$ cat config.mk
export PLATFORM = sky130hd
export DESIGN_NAME = fpga_robots_game_lockmon
export DESIGN_NICKNAME = d
export VERILOG_FILES = /design/src/rtl/fpga_robots_game_lockmon.sv
export SDC_FILE = /design/constraint.sdc
export NUM_CORES = 1
export LEC_CHECK = 0
export BUFFER_PORTS_ARGS = -buffer_cell sky130_fd_sc_hd__buf_2
export CAP_MARGIN = 10
export CORE_MARGIN = 2
export CORE_UTILIZATION = 54
export CTS_BUF_LIST = sky130_fd_sc_hd__clkbuf_8
export DETAILED_ROUTE_END_ITERATION = 8
export PLACE_DENSITY = 0.77
export SLEW_MARGIN = 20
export SYNTH_ARGS = -nofsm -noshare
export SYNTH_HDL_FRONTEND = slang
export SYNTH_SLANG_ARGS = --single-unit
$ cat constraint.sdc
create_clock -name clk -period 1.8 [get_ports clk]
set_input_delay 0.18 -clock clk [delete_from_list [all_inputs] [get_ports clk]]
set_output_delay 0.18 -clock clk [all_outputs]
set_load 0.005 [all_outputs]
$ cat src/rtl/fpga_robots_game_lockmon.sv
// Lock monitor for the game clock domain: synchronizes two PLL lock
// indications, holds the game in reset until lock has been stable for
// SETTLE_CYCLES, and re-runs the reset sequence on lock loss or restart.
module fpga_robots_game_lockmon #(
  parameter int unsigned SETTLE_CYCLES    = 1024,
  parameter int unsigned MIN_RESET_CYCLES = 16
) (
  input  logic       clk,
  input  logic       rst_n,
  input  logic       lock1_async,
  input  logic       lock2_async,
  input  logic       restart,
  output logic       game_rst_n,
  output logic [1:0] state,
  output logic [7:0] lost_count
);

  localparam int unsigned CNT_W  = 16;
  localparam int unsigned LOST_W = 8;

  // Terminal counts; the shared counter runs 0..N-1 inside a state.
  localparam logic [CNT_W-1:0]  SETTLE_LAST = CNT_W'(SETTLE_CYCLES - 1);
  localparam logic [CNT_W-1:0]  HOLD_LAST   = CNT_W'(MIN_RESET_CYCLES - 1);
  localparam logic [LOST_W-1:0] LOST_MAX    = {LOST_W{1'b1}};

  typedef enum logic [1:0] {
    ST_WAIT   = 2'b00,
    ST_SETTLE = 2'b01,
    ST_RUN    = 2'b10,
    ST_HOLD   = 2'b11
  } state_t;

  state_t              state_q, state_d;
  logic [CNT_W-1:0]    cnt_q, cnt_d;
  logic [LOST_W-1:0]   lost_q, lost_d;
  logic                game_rst_n_q, game_rst_n_d;
  logic [1:0]          sync1_q, sync2_q;
  logic                lock_ok;

  // Two-flop synchronizers, one per lock input.
  always_ff @(posedge clk) begin
    if (!rst_n) begin
      sync1_q <= 2'b00;
      sync2_q <= 2'b00;
    end else begin
      sync1_q <= {sync1_q[0], lock1_async};
      sync2_q <= {sync2_q[0], lock2_async};
    end
  end

  // Qualified lock: both PLLs locked as seen after synchronization.
  assign lock_ok = sync1_q[1] & sync2_q[1];

  // State, shared counter, lost counter and game reset registers.
  always_ff @(posedge clk) begin
    if (!rst_n) begin
      state_q      <= ST_WAIT;
      cnt_q        <= '0;
      lost_q       <= '0;
      game_rst_n_q <= 1'b0;
    end else begin
      state_q      <= state_d;
      cnt_q        <= cnt_d;
      lost_q       <= lost_d;
      game_rst_n_q <= game_rst_n_d;
    end
  end

  // Next-state logic; cnt clears on every state entry.
  always_comb begin
    state_d = state_q;
    cnt_d   = cnt_q;
    lost_d  = lost_q;

    case (state_q)
      ST_WAIT: begin
        if (lock_ok) begin
          state_d = ST_SETTLE;
          cnt_d   = '0;
        end
      end

      ST_SETTLE: begin
        if (!lock_ok) begin
          // Lock dropped before the game ever ran: not a loss event.
          state_d = ST_WAIT;
          cnt_d   = '0;
        end else if (cnt_q == SETTLE_LAST) begin
          state_d = ST_RUN;
          cnt_d   = '0;
        end else begin
          cnt_d = cnt_q + CNT_W'(1);
        end
      end

      ST_RUN: begin
        if (!lock_ok) begin
          // Lock loss wins over a coincident restart and is counted once.
          state_d = ST_HOLD;
          cnt_d   = '0;
          if (lost_q != LOST_MAX) begin
            lost_d = lost_q + LOST_W'(1);
          end
        end else if (restart) begin
          state_d = ST_HOLD;
          cnt_d   = '0;
        end
      end

      ST_HOLD: begin
        if (cnt_q == HOLD_LAST) begin
          state_d = ST_WAIT;
          cnt_d   = '0;
        end else begin
          cnt_d = cnt_q + CNT_W'(1);
        end
      end

      default: begin
        state_d = ST_WAIT;
        cnt_d   = '0;
      end
    endcase

    // Game reset is released exactly while the registered state is RUN.
    game_rst_n_d = (state_d == ST_RUN);
  end

  assign state      = state_q;
  assign lost_count = lost_q;
  assign game_rst_n = game_rst_n_q;

endmodule

Yosys cells after proc, flatten, opt, wreduce, memory -nomap -nowiden

Cells that the tools add are included.

Bits in registers: 31
Input bits: 5
Output and inout bits: 11
Logic and storage cells: 36

Add/subtract/negate cells: 2
Eq/ne operators: 9
Multiplexer cells: 14
Bitwise operators: 2
Reductions and logical operators: 3

Operator list:

| cell                                                                    | count |
|---|---|
| 16-bit two-way mux                                                      | 6 |
| 16-bit one-hot mux with 4 select lines                                  | 1 |
| 16-bit by 1-bit adder with 16-bit output, second input constant         | 1 |
| 16-bit by 10-bit equality test with 1-bit output, second input constant | 1 |
| 16-bit by 4-bit equality test with 1-bit output, second input constant  | 1 |
| 2-bit two-way mux                                                       | 6 |
| 8-bit by 1-bit adder with 8-bit output, second input constant           | 1 |
| 8-bit != test, second input constant                                    | 1 |
| 2-bit one-hot mux with 4 select lines                                   | 1 |
| 2-bit equality test, second input constant                              | 3 |
| 3-bit != test, second input constant                                    | 1 |
| 3-bit AND reduction                                                     | 1 |
| 2-bit by 1-bit equality test with 1-bit output, second input constant   | 1 |
| 2-bit logical NOT                                                       | 1 |
| 2-bit != test, second input constant                                    | 1 |
| 2-bit AND reduction                                                     | 1 |
| 1-bit bitwise AND                                                       | 1 |
| 1-bit inverter                                                          | 1 |

Longest topological paths before layout

Gate-level depths: netlist of run 1.

Word-level depth: 5
Mapped depth: 7
Gate-level depth less buffers: 6

Worst setup path after synthesis of run 1

Ideal clock, no wire load.

Path kind: reg-to-reg
Start: register cnt_q[1]
End: register cnt_q[1]
Library setup time: 0.126 ns
Arrival: 1.829 ns
Required time: 1.674 ns
Setup slack: -0.155 ns
Stages on the path, launching flop included: 8
Buffers on the path: 1
Clock period less this slack: 1.955 ns
Cells stage by stage: dfxtp_1 > ha_1 > or3b_2 > nor4_4 > o22ai_2 > buf_6 > a22oi_4 > nor2_2

Word-level cells in the longest chain between the ends: 4

Ends and longest elaborated chain:

| element                                                                                                             | RTL line    | source |
|---|---|---|
| from (decl)                                                                                                         | 34          | `logic [CNT_W-1:0] cnt_q, cnt_d;` |
| from (signal assigned)                                                                                              | 63          | `cnt_q <= cnt_d;` |
| 16-bit by 1-bit adder with 16-bit output / 16-bit by 10-bit equality test with 1-bit output (equally long branches) | 92, 115, 88 |  |
| 16-bit two-way mux                                                                                                  | 88          | `end else if (cnt_q == SETTLE_LAST) begin` |
| 16-bit two-way mux                                                                                                  | 84          | `if (!lock_ok) begin` |
| 16-bit one-hot mux with 4 select lines (*)                                                                          | 75          | `case (state_q)` |

Mark *: on every way between the ends. The rest lies on a longest branch, timed or not.
A chain may end at the register's enable or synchronous reset.

Worst setup path after layout of run 1

Start: register cnt_q[0]
End: register cnt_q[1]

The elaborated chain is that of the path after synthesis.

==> results.txt, run 1 <==
Run status: finished, violations left
Failing checks: setup timing
CTS tree: built
Clk sinks: 31
Antenna violations before repair: 0
Most frequent cells in the layout: buf_4, nand2_1, dfxtp_1, nor2_1, buf_2
TritonCTS Buffers: 5
DPL Wire Length: 2740 um
Met1 WL: 1860 um
First-pass detailed-route iteration total: 4
WL/cell: 16.2 um
Mapped Area: 0.00160 mm^2
H-Tree Level Count: 2
Launch point of the worst path: cnt_q[0]
Worst path slowest cell: or3b_4
Final Hold Viols: 0
Worst reg-to-reg setup slack: -130 ps
Cells after synthesis: 188
Crit path max-delay family: simple AND/OR/NAND/NOR gates
Site Rows: 19
Arrival time at the worst endpoint: 2110 ps
Worst slew pin tran: 578 ps
Number of diodes: 0
Met2 WL: 2170 um
Crit-path cells: ha_4 > or3b_4 > nor4_4 > buf_6 > o22ai_4 > buf_6 > a22oi_4 > nor2_2
Via count: 1658
Hold Path Depth: 2
Max Buffers Root-to-Sink: 2
Placer Congestion: 0.842
R2R cell count: 8
Fillers: 196
Clock Skew: 5.34 ps
Post-synthesis cell type count: 46
Met3 routed WL: 268 um
WP buf/inv: 2
Hold Crit Start: lock1_async
Slew headroom: 0.611
Synthesis-to-layout area growth: 35.0%
Worst setup EP type: flip-flop
Hold Path Sink: sync1_q[0]
Worst-Skew Late Latency: 290 ps
RR Endpoint: cnt_q[1]
PD cells: 568 mW/mm^2
Initial Util: 0.574
Routed Antenna Nets: 0
Root buf cell: clkbuf_8
Core Box Area: 0.00278 mm^2
Syn Nets: 195
CTS Hold Buffers Added: 0
Most used cell, CP: buf_6
Asr flop ratio synth: 0
Post-synth top flop: dfxtp_1
Final period util: 1.07
Syn_area_per_cell: 8.49 um^2
Yosys warning count: 0
Final instance area: 0.00215 mm^2
Register area: 628 um^2
Die width: 58.4 um
Final Max Slew Viols: 0
Via density: 6.07
Largest net degree at the start of global routing: 17
Register bit total from synthesis: 31
Top Layer Used: met4
GRT Util Overall: 0.266
Max FO, Critical Path: 5
Area of the multi-input gates: 0.00103 mm^2
Hold Crit Class: in2reg
Grt ovf: 0
Final setup margin: -132 ps
Area of the die: 0.00340 mm^2
Final setup fails: 17
Worst Setup Path Type: reg2reg
CP required: 1980 ps
Commonest non-fill, non-tap cell in the layout: buf_4
Min cycle time layout: 1930 ps
P_leak: 0.832 nW
Final nets: 250
I/O Buffers: 15
Vias in the first global route: 1580
Die height: 58.4 um
Share of cells above drive strength 1: 0.347
CP peak stage delay: 390 ps
Fmax achieved: 518 MHz
Clk slew on worst S/H paths: 60 ps
RSZ-0062 raised after global routing: true
Crit path launch type: flip-flop
Number of flops mapped to enable cells by yosys: 0
Dpl ws: -245 ps
Worst VDD drop: 544 uV
Setup TNS: -1390 ps
Register area share after synthesis: 0.389
Placed inst area: 0.00190 mm^2
Initial DRC count: 107
First-pass GRT wire length: 6840 um
RR Startpoint: cnt_q[0]
Routed Wire Length: 4430 um
DRC: 0
Max-cap viol count: 0
Io pins: 16
repair_timing:
action,CTS,global route
setup endpoints to repair,19,20
resized for setup,9,11
pin swaps,11,12
gates cloned,2,0
buffers inserted,5,4
kinds of logic after synthesis:
| family | Yosys count | synth area share |
|---|---|---|
| compound gates | 34 | 0.162 |
| xor+xnor | 7 | 0.0384 |
| fa+ha+maj | 2 | 0.0157 |
| buf+inv | 9 | 0.0306 |
| flops | 31 | 0.389 |
| mux | 2 | 0.0125 |
| simple gates | 103 | 0.351 |
final cells by class:
class / instances / share of cell area
clock buffers: 5 / 0.0320
clock inverters: 1 / 0.00174
well taps: 31 / 0.0180
flip-flops and latches: 31 / 0.292
repair buffers: 52 / 0.173
multi-input cells: 150 / 0.479
inverters: 3 / 0.00523
synth_stat cells, types with 3 or more instances:
library cell  number  area [um^2]
xor2_1             3         26.3
and2_1             8         50.1
clkbuf_1           3         11.3
nand4_1            4         25.0
nand3_1           11         55.1
a21oi_1            4         20.0
dfxtp_1           31          621
nor3_1             7         35.0
a31oi_1           11         68.8
or3_1              3         18.8
o21ai_0            7         35.0
nor2_1            17         63.8
and3_1             4         25.0
nand2_1           31          116
xnor2_1            4         35.0
power breakdown:
group	total (W)	leakage [nW]	internal, W	switching, W
Clock	0.000494	0.0413	0.000251	0.000243
Combinational	0.0000372	0.538	0.0000141	0.0000230
Sequential	0.000691	0.253	0.000689	0.00000186
registers in the layout (all words and copies together), names as in the netlist:
register    count
sync2_q         2
state           2
cnt_q          16
lost_count      8
sync1_q         2
game_rst_n      1
metrics by stage:
step,hold WS [ps],power [W],instances,utilization
6_report,103,0.00122,273,0.774
5_1_grt,130,0.00126,273,0.774
4_1_cts,103,0.00123,269,0.748
3_5_place_dp,397,0.000741,256,0.684
3_3_place_gp,389,0.000740,256,0.684
2_1_floorplan,307,0.000724,188,-
how the worst max path moves through the flow:
stage	end	slack (ps)	cells past startpoint
2_1_floorplan	cnt_q[1]	-70	7
3_3_place_gp	cnt_q[7]	-150	6
3_5_place_dp	cnt_q[7]	-250	6
4_1_cts	cnt_q[1]	-110	7
5_1_grt	cnt_q[1]	-180	8
6_report	cnt_q[1]	-130	8
metal layers:
layer,global-route usage,vias to the layer above
met1,0.326,781
li1,-,795
met3,0.0615,14
met5,0,-
met4,0.156,0
met2,0.425,68
Note: power is estimated with default switching activity, not from simulation.
==> inputs of run 2 (changes only) <==
--- a/config.mk
+++ b/config.mk
@@ -7,11 +7,11 @@
 export LEC_CHECK = 0
 export BUFFER_PORTS_ARGS = -buffer_cell sky130_fd_sc_hd__buf_2
 export CAP_MARGIN = 10
-export CORE_MARGIN = 2
 export CORE_UTILIZATION = 54
 export CTS_BUF_LIST = sky130_fd_sc_hd__clkbuf_8
 export DETAILED_ROUTE_END_ITERATION = 8
 export PLACE_DENSITY = 0.77
+export SKIP_LAST_GASP = 1
 export SLEW_MARGIN = 20
 export SYNTH_ARGS = -nofsm -noshare
 export SYNTH_HDL_FRONTEND = slang
==> run 2 against run 1 <==
- the run still ends with setup timing left
- via count fell by 0.24%
- final cell count fell by 0.37%
- total power rose by 4.3%
- worst hold slack got worse by 1.5 ps
- largest cell class unchanged
==> results.txt, run 2 (same netlist as run 1, synthesis figures left out) <==
H-Tree Level Count: 2
Share of cells above drive strength 1: 0.344
CP required: 1980 ps
Commonest non-fill, non-tap cell in the layout: buf_4
Area of the die: 0.00318 mm^2
Initial Util: 0.574
Max Buffers Root-to-Sink: 2
Clock Skew: 5.91 ps
Worst slew pin tran: 598 ps
Io pins: 16
CTS tree: built
Final period util: 1.08
Crit path launch type: flip-flop
Initial DRC count: 112
DRC: 0
Die width: 56.4 um
Max FO, Critical Path: 6
TritonCTS Buffers: 5
Worst VDD drop: 677 uV
Hold Crit Class: in2reg
Worst setup EP type: flip-flop
GRT Util Overall: 0.290
Final setup margin: -139 ps
Final Max Slew Viols: 0
Most frequent cells in the layout: buf_4, nand2_1, dfxtp_1, nor2_1, buf_2
Reg with most FFs: cnt_q
Via density: 6.08
Clk sinks: 31
Final setup fails: 17
RSZ-0062 raised after global routing: true
Number of diodes: 0
Fmax achieved: 516 MHz
Final nets: 248
Core Box Area: 0.00278 mm^2
PD cells: 595 mW/mm^2
Routed Antenna Nets: 0
Root buf cell: clkbuf_8
Die height: 56.4 um
Clk slew on worst S/H paths: 60 ps
Fin Hold WS: 101 ps
Arrival time at the worst endpoint: 2120 ps
Worst Setup Path Type: reg2reg
Min cycle time layout: 1940 ps
Slew headroom: 0.601
CTS Hold Buffers Added: 0
Failing checks: setup timing
Placer Congestion: 0.868
First-pass detailed-route iteration total: 4
Final instance area: 0.00214 mm^2
DPL Wire Length: 2770 um
Worst reg-to-reg setup slack: -140 ps
Routed Wire Length: 4410 um
Fillers: 185
Placed inst area: 0.00190 mm^2
Max-cap viol count: 0
Via count: 1654
Antenna violations before repair: 0
WL/cell: 16.2 um
Worst-Skew Late Latency: 290 ps
Setup TNS: -1490 ps
Grt ovf: 0
Final Hold Viols: 0
Synthesis-to-layout area growth: 34.4%
Max FFs per register: 16
Vias in the first global route: 1586
Largest net degree at the start of global routing: 17
P_leak: 0.833 nW
I/O Buffers: 15
Site Rows: 19
Launch point of the worst path: cnt_q[5]
Hold Crit Start: lock2_async
Run status: finished, violations left
RR Startpoint: cnt_q[5]
First-pass GRT wire length: 7030 um
==> run 2: cell count changes in the layout (fill, tap and decap cells not counted), sizes merged <==
cell    change
clkinv      +1
clkbuf      +1
o22ai       -1
buf         -1
inv         -1
==> run 2: layout make-up <==
type                            instances  area (um^2)  area share
Multi-Input combinational cell        149         1020       0.477
Sequential cell                        31          627       0.292
Timing Repair Buffer                   51          357       0.166
Clock buffer                            6         82.6      0.0385
Tap cell                               31         38.8      0.0181
Inverter                                3         11.3     0.00525
Clock inverter                          1         5.00     0.00234
==> run 2: final timing paths <==
kind,endpoint,depth (start not counted)
max reg2reg,cnt_q[1],7
min reg2reg,sync2_q[1],1
max,cnt_q[1],7
min,sync2_q[0],2
==> run 2: timing repair <==
| item | in CTS | in global routing |
|---|---|---|
| resized for setup | 14 | 6 |
| buffers inserted | 5 | 3 |
| pin swaps | 13 | 7 |
| cloned | 0 | 1 |
| endpoints found under the setup margin | 19 | 20 |
==> run 2: metal layers <==
layer,share of wire,track usage,up-vias
met5,0,0,-
met4,0.026,0.136,0
met3,0.048,0.0922,15
met2,0.51,0.491,55
met1,0.42,0.331,792
li1,-,-,792
==> run 2: where the power goes <==
part           internal, W  leakage (nW)  switching (W)
Combinational    0.0000141         0.534      0.0000237
Sequential        0.000689         0.252     0.00000211
Clock             0.000299        0.0470       0.000247
==> run 2: through the flow <==
step	util	total power [W]	std cells	setup slack [ps]
global route	0.771	0.00131	272	-202
finish	0.771	0.00127	272	-139
detailed placement	0.684	0.000741	256	-218
floorplan	-	0.000724	188	-70.1
global placement	0.684	0.000739	256	-149
CTS	0.748	0.00128	268	-103
==> run 2: worst max-delay path: stages, from the launching register on <==
cell,delay [ps]
dfxtp_1,350
or4_4,570
nor4_4,240
buf_4,200
o22ai_4,110
buf_6,170
a22oi_4,150
nor2_2,40
==> inputs of run 3 (changes only) <==
--- a/config.mk
+++ b/config.mk
@@ -10,7 +10,7 @@
 export CORE_UTILIZATION = 54
 export CTS_BUF_LIST = sky130_fd_sc_hd__clkbuf_8
 export DETAILED_ROUTE_END_ITERATION = 8
-export PLACE_DENSITY = 0.77
+export PLACE_DENSITY = 0.84
 export SKIP_LAST_GASP = 1
 export SLEW_MARGIN = 20
 export SYNTH_ARGS = -nofsm -noshare
==> constraint.sdc (replaced) <==
create_clock -name clk -period 1.8 [get_ports clk]
set_input_delay 0.27 -clock clk [delete_from_list [all_inputs] [get_ports clk]]
set_output_delay 0.27 -clock clk [all_outputs]
set_load 0.005 [all_outputs]
==> run 3 against run 2 <==
- the run still ends with setup timing left
- highest routed layer unchanged
- non-clock buffer count up 8
- sequential share of layout area fell by 0.88 points
- maximum frequency barely moved
==> results.txt, run 3 (same netlist as run 1, synthesis figures left out) <==
CTS Hold Buffers Added: 0
Worst VDD drop: 733 uV
Placed inst area: 0.00195 mm^2
TritonCTS Buffers: 5
Worst path slowest cell: or3b_4
WP buf/inv: 2
RSZ-0062 raised after global routing: true
Die height: 56.4 um
Area of the die: 0.00318 mm^2
Cell count after placement: 262
Most used cell, CP: buf_6
Worst-Skew Late Latency: 290 ps
Initial DRC count: 143
Antenna violations before repair: 0
Arrival time at the worst endpoint: 2110 ps
Vias in the first global route: 1680
Die width: 56.4 um
P_leak: 0.882 nW
Routed Antenna Nets: 0
Placer Congestion: 0.862
Reg with most FFs: cnt_q
CP required: 1970 ps
Run status: finished, violations left
DRC: 0
Failing checks: setup timing
Dpl ws: -204 ps
Max Buffers Root-to-Sink: 2
Initial Util: 0.574
Min cycle time layout: 1940 ps
Root buf cell: clkbuf_8
Worst slew pin tran: 474 ps
Hold Crit Class: in2reg
Number of diodes: 0
Final nets: 256
Final instance area: 0.00221 mm^2
Site Rows: 19
First-pass GRT wire length: 7580 um
Core Util, Final: 0.794
Clock Skew: 9.27 ps
Grt ovf: 0
Final Hold Viols: 0
Worst setup EP type: flip-flop
DPL Wire Length: 2960 um
Crit path launch type: flip-flop
Layout Cells excl Fill: 281
CTS tree: built
Crit-path cells: ha_4 > or3b_4 > nor4_4 > buf_6 > o32ai_4 > buf_6 > a31oi_4 > a31oi_1
Max FO, Critical Path: 6
Max-cap viol count: 0
Final setup margin: -138 ps
Most frequent cells in the layout: buf_4, nand2_1, dfxtp_1, nor2_1, buf_2
PD cells: 605 mW/mm^2
Max FFs per register: 16
Clk sinks: 31
Via density: 6.30
Slew headroom: 0.684
Worst Setup Path Type: reg2reg
Final period util: 1.08
Clk slew on worst S/H paths: 70 ps
Commonest non-fill, non-tap cell in the layout: buf_4
WL/cell: 17.7 um
Largest net degree at the start of global routing: 17
GRT Util Overall: 0.309
Crit path max-delay family: simple AND/OR/NAND/NOR gates
Fmax achieved: 516 MHz
Io pins: 16
Share of cells above drive strength 1: 0.360
Total power: 0.00134 W
Routed Wire Length: 4980 um
I/O Buffers: 15
Core Box Area: 0.00278 mm^2
Final setup fails: 18
Final Max Slew Viols: 0
CP peak stage delay: 380 ps
H-Tree Level Count: 2
Via count: 1769
Synthesis-to-layout area growth: 38.5%
First-pass detailed-route iteration total: 5
[run 3: stage by stage]
step | hold slack, ps | setup TNS (ps)
floorplan | 397 | -473
global placement | 415 | -1030
detailed placement | 434 | -2020
CTS | 188 | -1070
global route | 195 | -3310
finish | 185 | -1550
[run 3: where the power goes]
group          switching (W)  total [W]  internal [W]  leakage (nW)
sequential        0.00000161   0.000690      0.000689         0.252
clock               0.000261   0.000604      0.000343        0.0557
combinational      0.0000260  0.0000413     0.0000153         0.574
total               0.000289    0.00134       0.00105         0.882
[run 3: what timing repair did]
| action | 4_1_cts | 5_1_grt |
|---|---|---|
| endpoints found under the setup margin | 18 | 19 |
| cloned | 0 | 1 |
| hold endpoints to repair | 0 | 0 |
| setup buffers | 6 | 4 |
| gates resized for setup | 8 | 11 |
| pin swaps | 11 | 11 |
[run 3: worst paths after layout]
path               start          to  slack [ps]  cells past startpoint
min reg2reg   sync2_q[0]  sync2_q[1]         450                      1
min          lock2_async  sync2_q[0]         190                      2
max reg2reg     cnt_q[0]   cnt_q[14]        -140                      8
max             cnt_q[0]   cnt_q[14]        -140                      8
[run 3: area by class of cell]
cell class	instances	area, um^2
clock buffer	7	96.3
clock inverter	1	3.75
fill	165	572
inverter	3	11.3
multi-input combinational	149	1010
sequential	31	627
tap	31	38.8
timing repair buffer	59	424
[run 3: per-layer routing]
| layer | up-vias | share of wire | track usage |
|---|---|---|---|
| met2 | 94 | 0.51 | 0.524 |
| li1 | 810 | - | - |
| met1 | 832 | 0.37 | 0.340 |
| met4 | 0 | 0.054 | 0.223 |
| met5 | - | 0 | 0 |
| met3 | 33 | 0.065 | 0.0668 |
